==> src/rtl/fwd_hazard_ctrl_if.sv <==
// ID-stage operand bypass bus: decoded register fields in, mux selects and stall out.
// The controller takes the slave side; the pipeline decode stage takes the master side.
interface fwd_hazard_ctrl_if #(
  parameter int RN_W = 5
);
  logic [RN_W-1:0] id_rs;
  logic [RN_W-1:0] id_rt;
  logic            id_use_rs;
  logic            id_use_rt;
  logic            id_wreg;
  logic            id_m2reg;
  logic [RN_W-1:0] id_rn;
  logic [1:0]      fwda;
  logic [1:0]      fwdb;
  logic            wpcir;

  modport master (
    output id_rs, id_rt, id_use_rs, id_use_rt, id_wreg, id_m2reg, id_rn,
    input  fwda, fwdb, wpcir
  );

  modport slave (
    input  id_rs, id_rt, id_use_rs, id_use_rt, id_wreg, id_m2reg, id_rn,
    output fwda, fwdb, wpcir
  );
endinterface

==> src/rtl/fwd_hazard_ctrl.sv <==
// Forwarding and load-use hazard controller for the ID-stage operand bypass.
// Optional stall counter output enabled by defining FWD_STALL_CNT_EN.
module fwd_hazard_ctrl #(
  parameter int RN_W = 5
) (
  input  logic                clk,
  input  logic                rst,
  fwd_hazard_ctrl_if.slave    bus
`ifdef FWD_STALL_CNT_EN
  ,
  output logic [31:0]         stall_cnt
`endif
);

  // Shadow copy of the destination info held by the EX and MEM stages.
  logic            ex_wreg_reg;
  logic            ex_m2reg_reg;
  logic [RN_W-1:0] ex_rn_reg;
  logic            mem_wreg_reg;
  logic            mem_m2reg_reg;
  logic [RN_W-1:0] mem_rn_reg;

  logic            ex_wreg_next;
  logic            ex_m2reg_next;
  logic [RN_W-1:0] ex_rn_next;

  logic            ex_valid;
  logic            mem_valid;
  logic [RN_W-1:0] src [2];
  logic [1:0]      use_src;
  logic [1:0]      load_use;
  logic [3:0]      sel_all;
  logic            stall;

  // r0 is hard-wired zero, so a write to it never produces a forwardable value.
  assign ex_valid  = ex_wreg_reg  & (ex_rn_reg  != '0);
  assign mem_valid = mem_wreg_reg & (mem_rn_reg != '0);

  assign src[0]  = bus.id_rs;
  assign src[1]  = bus.id_rt;
  assign use_src = {bus.id_use_rt, bus.id_use_rs};

  genvar gi;
  generate
    for (gi = 0; gi < 2; gi++) begin : g_opnd
      logic       ex_hit;
      logic       mem_hit;
      logic [1:0] sel;

      assign ex_hit  = ex_valid  & (ex_rn_reg  == src[gi]);
      assign mem_hit = mem_valid & (mem_rn_reg == src[gi]);

      // Only a genuinely read operand can stall; selects ignore the use flags.
      assign load_use[gi] = ex_hit & ex_m2reg_reg & use_src[gi];

      // A load still in EX must shadow any older MEM match: its data is not
      // ready yet, and the stall resolves the operand next cycle.
      always_comb begin
        sel = 2'b00;
        if (ex_hit) begin
          sel = ex_m2reg_reg ? 2'b00 : 2'b01;
        end else if (mem_hit) begin
          sel = mem_m2reg_reg ? 2'b11 : 2'b10;
        end
      end

      assign sel_all[gi*2 +: 2] = sel;
    end
  endgenerate

  assign stall     = |load_use;
  assign bus.wpcir = ~stall;
  assign bus.fwda  = sel_all[1:0];
  assign bus.fwdb  = sel_all[3:2];

  // A stall turns the instruction entering EX into a bubble.
  always_comb begin
    ex_wreg_next  = bus.id_wreg;
    ex_m2reg_next = bus.id_m2reg;
    ex_rn_next    = bus.id_rn;
    if (stall) begin
      ex_wreg_next  = 1'b0;
      ex_m2reg_next = 1'b0;
    end
  end

  always_ff @(posedge clk or posedge rst) begin
    if (rst) begin
      ex_wreg_reg   <= 1'b0;
      ex_m2reg_reg  <= 1'b0;
      ex_rn_reg     <= '0;
      mem_wreg_reg  <= 1'b0;
      mem_m2reg_reg <= 1'b0;
      mem_rn_reg    <= '0;
    end else begin
      ex_wreg_reg   <= ex_wreg_next;
      ex_m2reg_reg  <= ex_m2reg_next;
      ex_rn_reg     <= ex_rn_next;
      mem_wreg_reg  <= ex_wreg_reg;
      mem_m2reg_reg <= ex_m2reg_reg;
      mem_rn_reg    <= ex_rn_reg;
    end
  end

`ifdef FWD_STALL_CNT_EN
  logic [31:0] stall_cnt_reg;

  // Saturating count of stall cycles.
  always_ff @(posedge clk or posedge rst) begin
    if (rst) begin
      stall_cnt_reg <= '0;
    end else if (stall && (stall_cnt_reg != 32'hFFFF_FFFF)) begin
      stall_cnt_reg <= stall_cnt_reg + 32'd1;
    end
  end

  assign stall_cnt = stall_cnt_reg;
`endif

endmodule

==> src/flat_wrapper.sv <==
// flat-port wrapper written by rule: the top's interface ports become plain ports
module fwd_hazard_ctrl_flat 
#(
  parameter int RN_W = 5
)
  (clk, rst, bus_id_rs, bus_id_rt, bus_id_use_rs, bus_id_use_rt, bus_id_wreg, bus_id_m2reg, bus_id_rn, bus_fwda, bus_fwdb, bus_wpcir);
  fwd_hazard_ctrl_if #(.RN_W(RN_W)) bus_i ();
  input  logic clk;
  input  logic rst;
  input wire logic [$bits(bus_i.id_rs)-1:0] bus_id_rs;
  input wire logic [$bits(bus_i.id_rt)-1:0] bus_id_rt;
  input wire logic [$bits(bus_i.id_use_rs)-1:0] bus_id_use_rs;
  input wire logic [$bits(bus_i.id_use_rt)-1:0] bus_id_use_rt;
  input wire logic [$bits(bus_i.id_wreg)-1:0] bus_id_wreg;
  input wire logic [$bits(bus_i.id_m2reg)-1:0] bus_id_m2reg;
  input wire logic [$bits(bus_i.id_rn)-1:0] bus_id_rn;
  output wire logic [$bits(bus_i.fwda)-1:0] bus_fwda;
  output wire logic [$bits(bus_i.fwdb)-1:0] bus_fwdb;
  output wire logic [$bits(bus_i.wpcir)-1:0] bus_wpcir;
  assign bus_i.id_rs = bus_id_rs;
  assign bus_i.id_rt = bus_id_rt;
  assign bus_i.id_use_rs = bus_id_use_rs;
  assign bus_i.id_use_rt = bus_id_use_rt;
  assign bus_i.id_wreg = bus_id_wreg;
  assign bus_i.id_m2reg = bus_id_m2reg;
  assign bus_i.id_rn = bus_id_rn;
  assign bus_fwda = bus_i.fwda;
  assign bus_fwdb = bus_i.fwdb;
  assign bus_wpcir = bus_i.wpcir;
  fwd_hazard_ctrl #(.RN_W(RN_W)) u_core (.clk(clk), .rst(rst), .bus(bus_i));
endmodule
==> config.mk <==
export PLATFORM = sky130hd
export DESIGN_NAME = fwd_hazard_ctrl_flat
export DESIGN_NICKNAME = d
export VERILOG_FILES = /design/src/rtl/fwd_hazard_ctrl_if.sv /design/src/rtl/fwd_hazard_ctrl.sv /design/src/flat_wrapper.sv
export SDC_FILE = /design/constraint.sdc
export NUM_CORES = 1
export LEC_CHECK = 0
export ABC_AREA = 1
export BUFFER_PORTS_ARGS = -buffer_cell sky130_fd_sc_hd__buf_2
export CORE_AREA = 2 2 57 59
export DETAILED_ROUTE_END_ITERATION = 10
export DIE_AREA = 0 0 59 61
export GPL_TIMING_DRIVEN = 0
export PLACE_DENSITY_LB_ADDON = 0.12
export SYNTH_ARGS = -nofsm -noshare
export SYNTH_HDL_FRONTEND = slang
export SYNTH_SLANG_ARGS = --single-unit
==> constraint.sdc <==
create_clock -name clk -period 1.4 [get_ports clk]
set_input_delay 0.07 -clock clk [delete_from_list [all_inputs] [get_ports clk]]
set_output_delay 0.07 -clock clk [all_outputs]
set_load 0.01 [all_outputs]
**Yosys cells after proc, flatten, opt, wreduce, memory -nomap -nowiden**

Index checks and enable logic that the tools add are counted.

- Bits in registers: 14
- Input bits: 21
- Output and inout bits: 5
- Logic and storage cells: 32

- Equal/unequal tests: 4
- Multiplexer cells: 8
- Bitwise gates (word level): 11
- Reductions and logical operators: 3

Operator list:

| cell | number |
|---|---|
| $eq A5 B5 Y1 | 4 |
| $and A1 B1 Y1 | 10 |
| $reduce_bool A5 Y1 | 2 |
| $mux W2 | 4 |
| $mux W1 | 4 |
| $reduce_or A2 Y1 | 1 |
| $not A1 Y1 | 1 |

**Longest topological paths before layout**

Gate-level depths: netlist (run 1).

- Depth after elaboration: 7
- Depth in mapped cells: 9
- Depth with buffers taken out: 9

**Worst setup path after synthesis (run 1)**

OpenSTA, ideal clock, no wires.

- Path kind: register to output
- From: reg u_core.mem_rn_reg[0]
- To: out bus_fwdb[0]
- Data arrival time: 1085 ps
- Required time: 1330 ps
- Slack: 245 ps
- Stages on the path, launching flop included: 6
- Buffers on the path: 0
- Cells stage by stage: dfrtp_1 -> xnor2_1 -> nand2_1 -> nor3_1 -> nand2_1 -> o21ai_1

- Word-level cells in the longest chain between the ends: 5
- Elaborated cells on any way between the ends: 6
- Those cells by class: eq/ne: 1; mux: 2; bitwise: 2; reduce/logical: 1

Ends and longest elaborated chain:

| item | line | text |
|---|---|---|
| start, declared | fwd_hazard_ctrl.sv:21 | `logic [RN_W-1:0] mem_rn_reg;` |
| start signal, assigned | fwd_hazard_ctrl.sv:101 | `mem_rn_reg <= ex_rn_reg;` |
| $reduce_bool A5 Y1 | fwd_hazard_ctrl.sv:37 | `assign mem_valid = mem_wreg_reg & (mem_rn_reg != '0);` |
| $and A1 B1 Y1 | fwd_hazard_ctrl.sv:37 |  |
| $and A1 B1 Y1 * | fwd_hazard_ctrl.sv:51 | `assign mem_hit = mem_valid & (mem_rn_reg == src[gi]);` |
| $mux W2 * | fwd_hazard_ctrl.sv:62 | `end else if (mem_hit) begin` |
| $mux W2 * | fwd_hazard_ctrl.sv:60 | `if (ex_hit) begin` |
| end, declared | flat_wrapper.sv:18 | `output wire logic [$bits(bus_i.fwdb)-1:0] bus_fwdb;` |

Mark *: on every way between the ends. The rest lies on a longest branch, timed or not.

**Worst setup path in the final report (run 1)**

- From: reg u_core.ex_rn_reg[0]
- To: out bus_fwda[0]

- Word-level cells in the longest chain between the ends: 4
- Elaborated cells on any way between the ends: 5
- Those cells by class: eq/ne: 1; mux: 1; bitwise: 2; reduce/logical: 1

Ends and longest elaborated chain:

| item | line | text |
|---|---|---|
| start, declared | fwd_hazard_ctrl.sv:18 | `logic [RN_W-1:0] ex_rn_reg;` |
| start signal, assigned | fwd_hazard_ctrl.sv:98 | `ex_rn_reg <= ex_rn_next;` |
| $reduce_bool A5 Y1 | fwd_hazard_ctrl.sv:36 | `assign ex_valid = ex_wreg_reg & (ex_rn_reg != '0);` |
| $and A1 B1 Y1 | fwd_hazard_ctrl.sv:36 |  |
| $and A1 B1 Y1 * | fwd_hazard_ctrl.sv:50 | `assign ex_hit = ex_valid & (ex_rn_reg == src[gi]);` |
| $mux W2 * | fwd_hazard_ctrl.sv:60 |  |
| end, declared | flat_wrapper.sv:17 | `output wire logic [$bits(bus_i.fwda)-1:0] bus_fwda;` |

Marks and branches as above.

==> reports/results.tsv, run 1 <==
metric	value	unit
total gr overflow	0	
gpl congestion	0.8186	
Worst-Margin Slew	0.5061	ns
drt wl/cell	10.05	um
Synth Instances	101	
Sink Count	14	
mux contribution to synthesized area	0	%
largest cells by area after synthesis	dfrtp_1, nand2_1, xnor2_1, xor2_1, inv_1	
total die area	3599	um^2
post-layout net count	162	
final wirelength	1.739	mm
Max transition margin	66.23	%
VDD IR max	0.4342	mV
fin crit period	1.641	ns
Post-Synth XOR/XNOR Area	15.68	%
final core utilization	37.20	%
Synth top cells by count	nand2_1, inv_1, nor2_1, dfrtp_1	
hold crit path type	in2reg	
CP required	1.33	ns
Tot GR Track Use	10.64	%
status	finished, violations left	
first-pass GRT wire length	2.808	mm
routed via count	738	
CTS tree	built	
cell taking the most area after synthesis	dfrtp_1	
ys async rst share	100.0	%
kind of critical path	reg2out	
Syn Nets	122	
Site Rows	20	
total CTS buffers	3	
Power, Total	0.8953	mW
most common flop cell mapped by yosys	dfrtp_1	
Placed Instances	159	
clock skew	0.003485	ns
top-count cell post-synth	nand2_1	
antenna violations before repair	0	
Worst Setup End Kind	output pin	
post-synthesis sequential area ratio	44.80	%
final hold viol count	0	
Top Ports	26	
DIE HEIGHT	61	um
max_cap viols	0	
Synth Area in Simple Gates	29.12	%
Root Buffer	clkbuf_4	
post-synthesis compound-gate area fraction	2.240	%
port bufs	25	
number of synthesized flops with an enable pin	0	
Remaining DRCs	0	
Final period util	117.2	%
final non-filler cell total	173	
Yosys warnings	0	
Clock Latency Late Sink	0.27	ns
HPWL Detailed	1.453	mm
clock buffer depth	2	
largest family of logic cells by synthesized area	simple AND/OR/NAND/NOR gates	
CP Data Arrival Time	1.57	ns
clock-pin slew on the worst setup and hold paths	0.08	ns
Leak Pwr	0.5717	nW
endpoints failing setup	5	
Antenna Cells	0	
Final WS setup	-0.2410	ns
synth unique cells	15	
Max FO, Critical Path	4	
Initial Utilization	26.48	%
unrepaired setup endpoints after global routing	true	
vias in the first global route	709	
Syn-to-layout area delta	40.48	%
ratio of cells with drive above 1 in the final layout	30.00	%
number of fill cells	313	
antenna viol nets, final	0	
FF+latch count, synth	14	
post-synth top area share	44.80	%
failing checks	negative setup slack	
Iter 0 DRT Violations	17	
Via density	4.266	
Setup WS pre-CTS	0.01733	ns
first drt pass iteration count	4	
Die X-Extent	59	um
pwr dens	815.0	nW/um^2
Max Fclk	0.6094	GHz
Cell Area, Synth	782.0	um^2
Post-Synth Adder-Cell Area	0	%
largest net degree at the start of global routing	15	
Mapped Avg Cell Area	7.743	um^2
Final Max Tran Viols	0	
H-tree levels	1	
startpoint types	register	
Hold WS	0.1458	ns
Core ar.	2953	um^2
==> per-stage QoR <==
stage | setup TNS (ns) | area [um^2]
5_1_grt | -1.568 | 1099
3_5_place_dp | 0 | 948.4
4_1_cts | -1.061 | 1079
3_3_place_gp | 0 | 948.4
6_report | -0.8773 | 1099
2_1_floorplan | 0 | 782.0
==> cells in the final DEF, fill, tap and decap left out, drive strengths merged <==
| cell type | count |
|---|---|
| o21a | 1 |
| xnor2 | 7 |
| nand3b | 1 |
| nand4 | 4 |
| clkbuf | 4 |
| inv | 17 |
| nor2 | 16 |
| dfrtp | 14 |
| nand2 | 26 |
| dlygate4sd3 | 8 |
| nand3 | 4 |
| buf | 27 |
| nor3 | 1 |
| o21ai | 2 |
| xor2 | 7 |
| nor3b | 1 |
==> layer usage <==
| layer | up-vias | wire length, um | GRT usage (%) |
|---|---|---|---|
| met4 | 0 | 38 | 7.143 |
| met1 | 340 | 753 | 12.52 |
| met2 | 12 | 911 | 18.25 |
| met3 | 4 | 35 | 1.279 |
| li1 | 382 | - | - |
| met5 | - | 0 | 0 |
==> cell type report <==
class | instances | area, um^2 | share of cell area, %
Clock buffer | 4 | 36.28 | 3.303
Inverter | 17 | 63.81 | 5.809
Multi-Input combinational cell | 70 | 382.9 | 34.85
Sequential cell | 14 | 354.1 | 32.23
Timing Repair Buffer | 35 | 220.2 | 20.05
Tap cell | 33 | 41.29 | 3.759
==> final timing paths <==
check | start | end | slack (ns) | depth (start not counted)
max in group asynchronous | rst | u_core.ex_rn_reg[1] | 0.68 | 3
setup / recovery | u_core.ex_rn_reg[0] | bus_fwda[0] | -0.24 | 9
min in group asynchronous | rst | u_core.ex_rn_reg[4] | 0.36 | 3
hold / removal | bus_id_use_rs | u_core.ex_m2reg_reg | 0.15 | 4
setup reg to reg | u_core.ex_rn_reg[0] | u_core.ex_wreg_reg | 0.09 | 10
hold reg to reg | u_core.ex_wreg_reg | u_core.mem_wreg_reg | 0.42 | 0
==> kinds of logic (layout without fill, tap and decap cells) <==
family                 Yosys count  count (layout)
XOR/XNOR                        14              14
AO/OA/AOI/OAI                    3               3
AND/OR/NAND/NOR                 53              53
buffers and inverters           17              56
flip-flops                      14              14
==> critical path, cell delays in order (launching register included) <==
cell and delay [ns]:
dfrtp_1 0.42, inv_2 0.06, nand2_1 0.06, nand2_1 0.05
nor2_1 0.09, nand2_1 0.11, nor3b_2 0.24, nand2_1 0.06
o21ai_0 0.07, buf_2 0.15
==> report_power, final <==
group	switching (mW)	total (mW)	internal [mW]	leakage [nW]
Combinational	0.0815	0.165	0.0837	0.390
Clock	0.121	0.279	0.158	0.0210
Sequential	0.0246	0.451	0.426	0.160
==> what timing repair did <==
item                                   CTS  global route
pin swaps                               14             3
hold buffers                             8             0
setup buffers                            0             2
cloned                                   0             0
gates resized for setup                  5             4
setup endpoints to repair                5             6
endpoints found under the hold margin   21             0
Note: power is estimated with default switching activity, not from simulation.
==> run 2: changes to the inputs <==
Settings changed: ABC_AREA 1 to 0, CORE_AREA 2 2 57 59 to 2 2 43 45, DIE_AREA 0 0 59 61 to 0 0 45 47.
==> reports/results.tsv, run 2 <==
metric	value	unit	change
first drt pass iteration count	3		was 4
antenna violations before repair	0		unchanged
Final WS setup	-0.6002	ns	was -0.2410 ns
antenna viol nets, final	0		unchanged
Root Buffer	clkbuf_4		unchanged
Syn Nets	81		was 122
post-synth top area share	50.00	%	was 44.80%
post-synthesis sequential area ratio	50.00	%	was 44.80%
CTS tree	built		unchanged
design area	1045	um^2	was 1099 um^2
final non-filler cell total	114		was 173
vias in the first global route	599		was 709
Iter 0 DRT Violations	3		was 17
pwr dens	772.7	nW/um^2	was 815.0 nW/um^2
Remaining DRCs	0		unchanged
total die area	2115	um^2	was 3599 um^2
Setup WS pre-CTS	-0.4216	ns	was 0.01733 ns
Max Fclk	0.5000	GHz	was 0.6094 GHz
Worst-Margin Slew	0.4981	ns	was 0.5061 ns
Antenna Cells	0		unchanged
GR Util met3	3.077	%	was 1.279%
port bufs	25		unchanged
Initial Utilization	42.42	%	was 26.48%
drt wl/cell	13.01	um	was 10.05 um
Max transition margin	66.76	%	was 66.23%
Tot GR Track Use	16.49	%	was 10.64%
final hold viol count	0		unchanged
DIE HEIGHT	47	um	was 61 um
most common cell after layout, fill and taps aside	buf_2		unchanged
total CTS buffers	3		unchanged
post-layout net count	120		was 162
Top Ports	26		unchanged
Core ar.	1652	um^2	was 2953 um^2
CP required	1.33	ns	about the same
Syn-to-layout area delta	49.11	%	was 40.48%
VDD IR max	0.5603	mV	was 0.4342 mV
HPWL Detailed	1.106	mm	was 1.453 mm
hold crit path type	in2reg		unchanged
Max FO, Critical Path	4		unchanged
Via density	4.939		was 4.266
first-pass GRT wire length	2.387	mm	was 2.808 mm
Synth top cells by count	dfrtp_1, xor2_1, xnor2_1, or4_1		was nand2_1, inv_1, nor2_1, dfrtp_1
met2 GRT Util	30.86	%	was 18.25%
max_cap viols	0		unchanged
Multi-input gate area	394.1	um^2	was 382.9 um^2
Cell Area, Synth	700.7	um^2	was 782.0 um^2
Sink Count	14		unchanged
endpoints failing setup	7		was 5
Die X-Extent	45	um	was 59 um
Site Rows	15		was 20
startpoint types	register		unchanged
Final Max Tran Viols	0		unchanged
Seq. cell area	350.3	um^2	was 354.1 um^2
Clock Latency Late Sink	0.26	ns	was 0.27 ns
Leak Pwr	0.4781	nW	was 0.5717 nW
clock-pin slew on the worst setup and hold paths	0.07	ns	was 0.08 ns
CP Data Arrival Time	1.93	ns	was 1.57 ns
status	finished, violations left		unchanged
busiest grt layer	met2		unchanged
kind of critical path	reg2out		unchanged
FF+latch count, synth	14		unchanged
largest cells by area after synthesis	dfrtp_1, xor2_1, xnor2_1, or4_1, o221a_1		was dfrtp_1, nand2_1, xnor2_1, xor2_1, inv_1
routed via count	563		was 738
unrepaired setup endpoints after global routing	true		unchanged
Synth Instances	60		was 101
commonest cells after routing, fill and taps aside	buf_2, xor2_1, dfrtp_1, dlygate4sd3_1, buf_6		was buf_2, nand2_1, inv_1, nor2_1, dfrtp_1
gpl congestion	0.8121		was 0.8186
placed cell area	878.3	um^2	was 948.4 um^2
ys async rst share	100.0	%	unchanged
most common flop cell mapped by yosys	dfrtp_1		unchanged
number of fill cells	132		was 313
largest net degree at the start of global routing	15		unchanged
clock buffer depth	2		unchanged
H-tree levels	1		unchanged
Worst Setup End Kind	output pin		unchanged
Final period util	142.9	%	was 117.2%
met1 Resource Use GR	18.25	%	was 12.52%
cell taking the most area after synthesis	dfrtp_1		unchanged
clock skew	0.003497	ns	was 0.003485 ns
fin crit period	2.000	ns	was 1.641 ns
number of synthesized flops with an enable pin	0		unchanged
total gr overflow	0		unchanged
Mapped Avg Cell Area	11.68	um^2	was 7.743 um^2
ratio of cells with drive above 1 in the final layout	45.36	%	was 30.00%
synth unique cells	18		was 15
Yosys warnings	0		unchanged
failing checks	negative setup slack		unchanged
Placed Instances	102		was 159
final wirelength	1.483	mm	was 1.739 mm
## run 2: where the power goes
part           switching, mW  internal (mW)  total [mW]
sequential            0.0259          0.425       0.451
combinational         0.0666         0.0898       0.156
clock                  0.101         0.0991       0.200
total                  0.193          0.614       0.807
## run 2: kinds of logic after synthesis
family,after synthesis,share of synthesized area [%]
xor+xnor,20,25.00
simple gates,16,13.75
flops,14,50.00
compound gates,5,6.428
buf+inv,3,1.964
mux,2,2.857
## run 2: what timing repair did
action	4_1_cts	5_1_grt
endpoints found under the hold margin	19	0
gates resized for setup	13	1
hold buffers	6	0
endpoints found under the setup margin	7	7
pin swaps	9	3
buffers inserted	5	0
## run 2: per-stage QoR
stage / util, % / setup TNS [ns] / total power, mW / hold slack, ns
CTS: 62.80 / -3.865 / 0.8164 / 0.03103
floorplan: - / -1.160 / 0.5240 / -0.04078
detailed placement: 53.18 / -2.579 / 0.5786 / 0.1137
global route: 63.26 / -4.187 / 0.8617 / 0.02202
finish: 63.26 / -3.570 / 0.8073 / 0.04128
global placement: 53.18 / -2.597 / 0.5759 / 0.1058
## run 2: path summary, 6_finish.rpt
kind | startpoint | end | slack (ns) | cells past startpoint
worst min-delay path | bus_id_wreg | u_core.ex_wreg_reg | 0.04 | 2
worst max-delay path | u_core.ex_rn_reg[1] | bus_wpcir | -0.60 | 5
worst max register to register | u_core.ex_rn_reg[1] | u_core.ex_m2reg_reg | -0.38 | 5
min in group asynchronous | rst | u_core.mem_rn_reg[0] | 0.37 | 3
worst min register to register | u_core.ex_wreg_reg | u_core.mem_wreg_reg | 0.44 | 0
max in group asynchronous | rst | u_core.ex_rn_reg[4] | 0.69 | 3
## run 2: final cells by class
cell class	count	share of cell area [%]
clock buffers	3	2.156
inverters	1	0.3593
multi-input cells	43	37.72
flip-flops and latches	14	33.53
well taps	17	2.036
repair buffers	36	24.19
## run 2: worst max-delay path: stages (launching register included)
cell and delay, ns:
dfrtp_1 0.46, xnor2_1 0.19, nand3_1 0.10, or4_4 0.54
o22a_2 0.25, buf_6 0.12
## run 2: routing by layer
| layer | routed length (um) | part of all wire, % | vias up |
|---|---|---|---|
| li1 | - | - | 285 |
| met1 | 624 | 42 | 260 |
| met2 | 790 | 53 | 16 |
| met3 | 62 | 4.2 | 2 |
| met4 | 7 | 0.47 | 0 |
| met5 | 0 | 0 | - |
==> run 3: changes to the inputs <==
Clock period 1.4 ns to 2.1 ns, I/O delays scaled along.
==> reports/results.tsv, run 3 (same netlist as run 2, synthesis figures left out) <==
metric	value	unit	change
status	finished, final reports clean		was finished, violations left
total gr overflow	0		unchanged
Seq. cell area	351.6	um^2	was 350.3 um^2
clock-pin slew on the worst setup and hold paths	0.08	ns	was 0.07 ns
clock skew	0.001955	ns	was 0.003497 ns
hold crit path type	in2reg		unchanged
Root Buffer	clkbuf_4		unchanged
Site Rows	15		unchanged
Setup WS pre-CTS	0.2993	ns	was -0.4216 ns
Antenna Cells	0		unchanged
number of fill cells	144		was 132
Top Ports	26		unchanged
H-tree levels	1		unchanged
startpoint types	register		unchanged
final non-filler cell total	116		was 114
Max Fclk	0.4896	GHz	
final wirelength	1.481	mm	was 1.483 mm
met2 wire length	736	um	was 790 um
Worst Setup End Kind	output pin		unchanged
Iter 0 DRT Violations	1		was 3
clock buffer depth	2		unchanged
total die area	2115	um^2	unchanged
Final period util	97.27	%	
setup TNS	0	ns	was -3.570 ns
Multi-input gate area	359.1	um^2	was 394.1 um^2
Leak Pwr	0.4882	nW	was 0.4781 nW
Placed Instances	102		unchanged
Final Max Tran Viols	0		unchanged
M1 WL	665	um	was 624 um
HPWL Detailed	1.096	mm	was 1.106 mm
Power, Total	0.5441	mW	was 0.8073 mW
drt wl/cell	12.77	um	was 13.01 um
Tot GR Track Use	15.37	%	was 16.49%
first-pass GRT wire length	2.201	mm	was 2.387 mm
post-layout net count	122		was 120
total CTS buffers	3		unchanged
unrepaired setup endpoints after global routing	true		unchanged
Worst-Margin Slew	0.5448	ns	was 0.4981 ns
Via density	5.034		was 4.939
pwr dens	536.9	nW/um^2	was 772.7 nW/um^2
antenna violations before repair	0		unchanged
Final WS setup	0.05734	ns	was -0.6002 ns
fin crit period	2.043	ns	
Clock Latency Late Sink	0.27	ns	was 0.26 ns
CTS tree	built		unchanged
vias in the first global route	532		was 599
Initial Utilization	42.42	%	unchanged
CP required	2.00	ns	was 1.33 ns
Hold WS	0.08310	ns	was 0.04128 ns
port bufs	25		unchanged
ratio of cells with drive above 1 in the final layout	42.42	%	was 45.36%
met3 wire len	55	um	was 62 um
max_cap viols	0		unchanged
CP Data Arrival Time	1.94	ns	was 1.93 ns
antenna viol nets, final	0		unchanged
endpoints failing setup	0		was 7
Syn-to-layout area delta	44.64	%	was 49.11%
Core ar.	1652	um^2	unchanged
final hold viol count	0		unchanged
gpl congestion	0.7488		was 0.8121
uppermost layer routed	met4		unchanged
VDD IR max	0.3647	mV	was 0.5603 mV
most common cell after layout, fill and taps aside	buf_2		unchanged
Remaining DRCs	0		unchanged
first drt pass iteration count	2		was 3
DIE HEIGHT	47	um	unchanged
routed via count	584		was 563
commonest cells after routing, fill and taps aside	buf_2, xor2_1, dfrtp_1, dlygate4sd3_1		was buf_2, xor2_1, dfrtp_1, dlygate4sd3_1, buf_6
kind of critical path	reg2out		unchanged
Die X-Extent	45	um	unchanged
Sink Count	14		unchanged
Max FO, Critical Path	4		unchanged
largest net degree at the start of global routing	15		unchanged
Max transition margin	63.64	%	was 66.76%
run 3: worst max-delay path, stage by stage, from the launching register on:
cell,delay (ns)
dfrtp_1,0.41
buf_6,0.13
xnor2_2,0.14
nand3_1,0.08
or4_1,0.42
buf_6,0.14
o22a_2,0.23
buf_6,0.12
run 3: final timing paths:
| check | start | endpoint | slack, ns | depth (start not counted) |
|---|---|---|---|---|
| worst max-delay path | u_core.ex_rn_reg[2] | bus_wpcir | 0.06 | 7 |
| worst min-delay path | bus_id_m2reg | u_core.ex_m2reg_reg | 0.08 | 2 |
| worst max register to register | u_core.ex_rn_reg[2] | u_core.ex_wreg_reg | 0.28 | 7 |
| worst min register to register | u_core.ex_wreg_reg | u_core.mem_wreg_reg | 0.40 | 0 |
| max in group asynchronous | rst | u_core.ex_rn_reg[4] | 1.30 | 3 |
| min in group asynchronous | rst | u_core.mem_rn_reg[0] | 0.42 | 3 |
run 3: timing repair:
action	CTS	global route
endpoints found under the hold margin	19	0
setup buffers	2	3
endpoints found under the setup margin	3	5
resized for setup	0	11
hold buffers	6	0
run 3: metal layers:
layer / GRT usage (%) / vias to the layer above
met4: 7.059 / 0
met5: 0 / -
met2: 25.71 / 17
li1: - / 291
met3: 3.462 / 5
met1: 19.02 / 271
run 3: power breakdown:
group | leakage, nW | internal, mW | switching (mW)
clock | 0.0138 | 0.0663 | 0.0778
sequential | 0.162 | 0.284 | 0.0141
combinational | 0.312 | 0.0578 | 0.0443
total | 0.488 | 0.408 | 0.136
run 3: cell type report:
class / count / area share, %
flip-flops and latches: 14 / 34.69
multi-input cells: 43 / 35.43
clock buffers: 3 / 2.222
inverters: 1 / 0.3704
well taps: 17 / 2.099
plain buffers: 2 / 2.222
repair buffers: 36 / 22.96
run 3: stage by stage:
step / utilization [%] / cell area [um^2]
detailed placement: 51.29 / 847.1
CTS: 57.20 / 944.7
finish: 61.36 / 1013
global route: 61.36 / 1013
global placement: 51.29 / 847.1
floorplan: - / 700.7
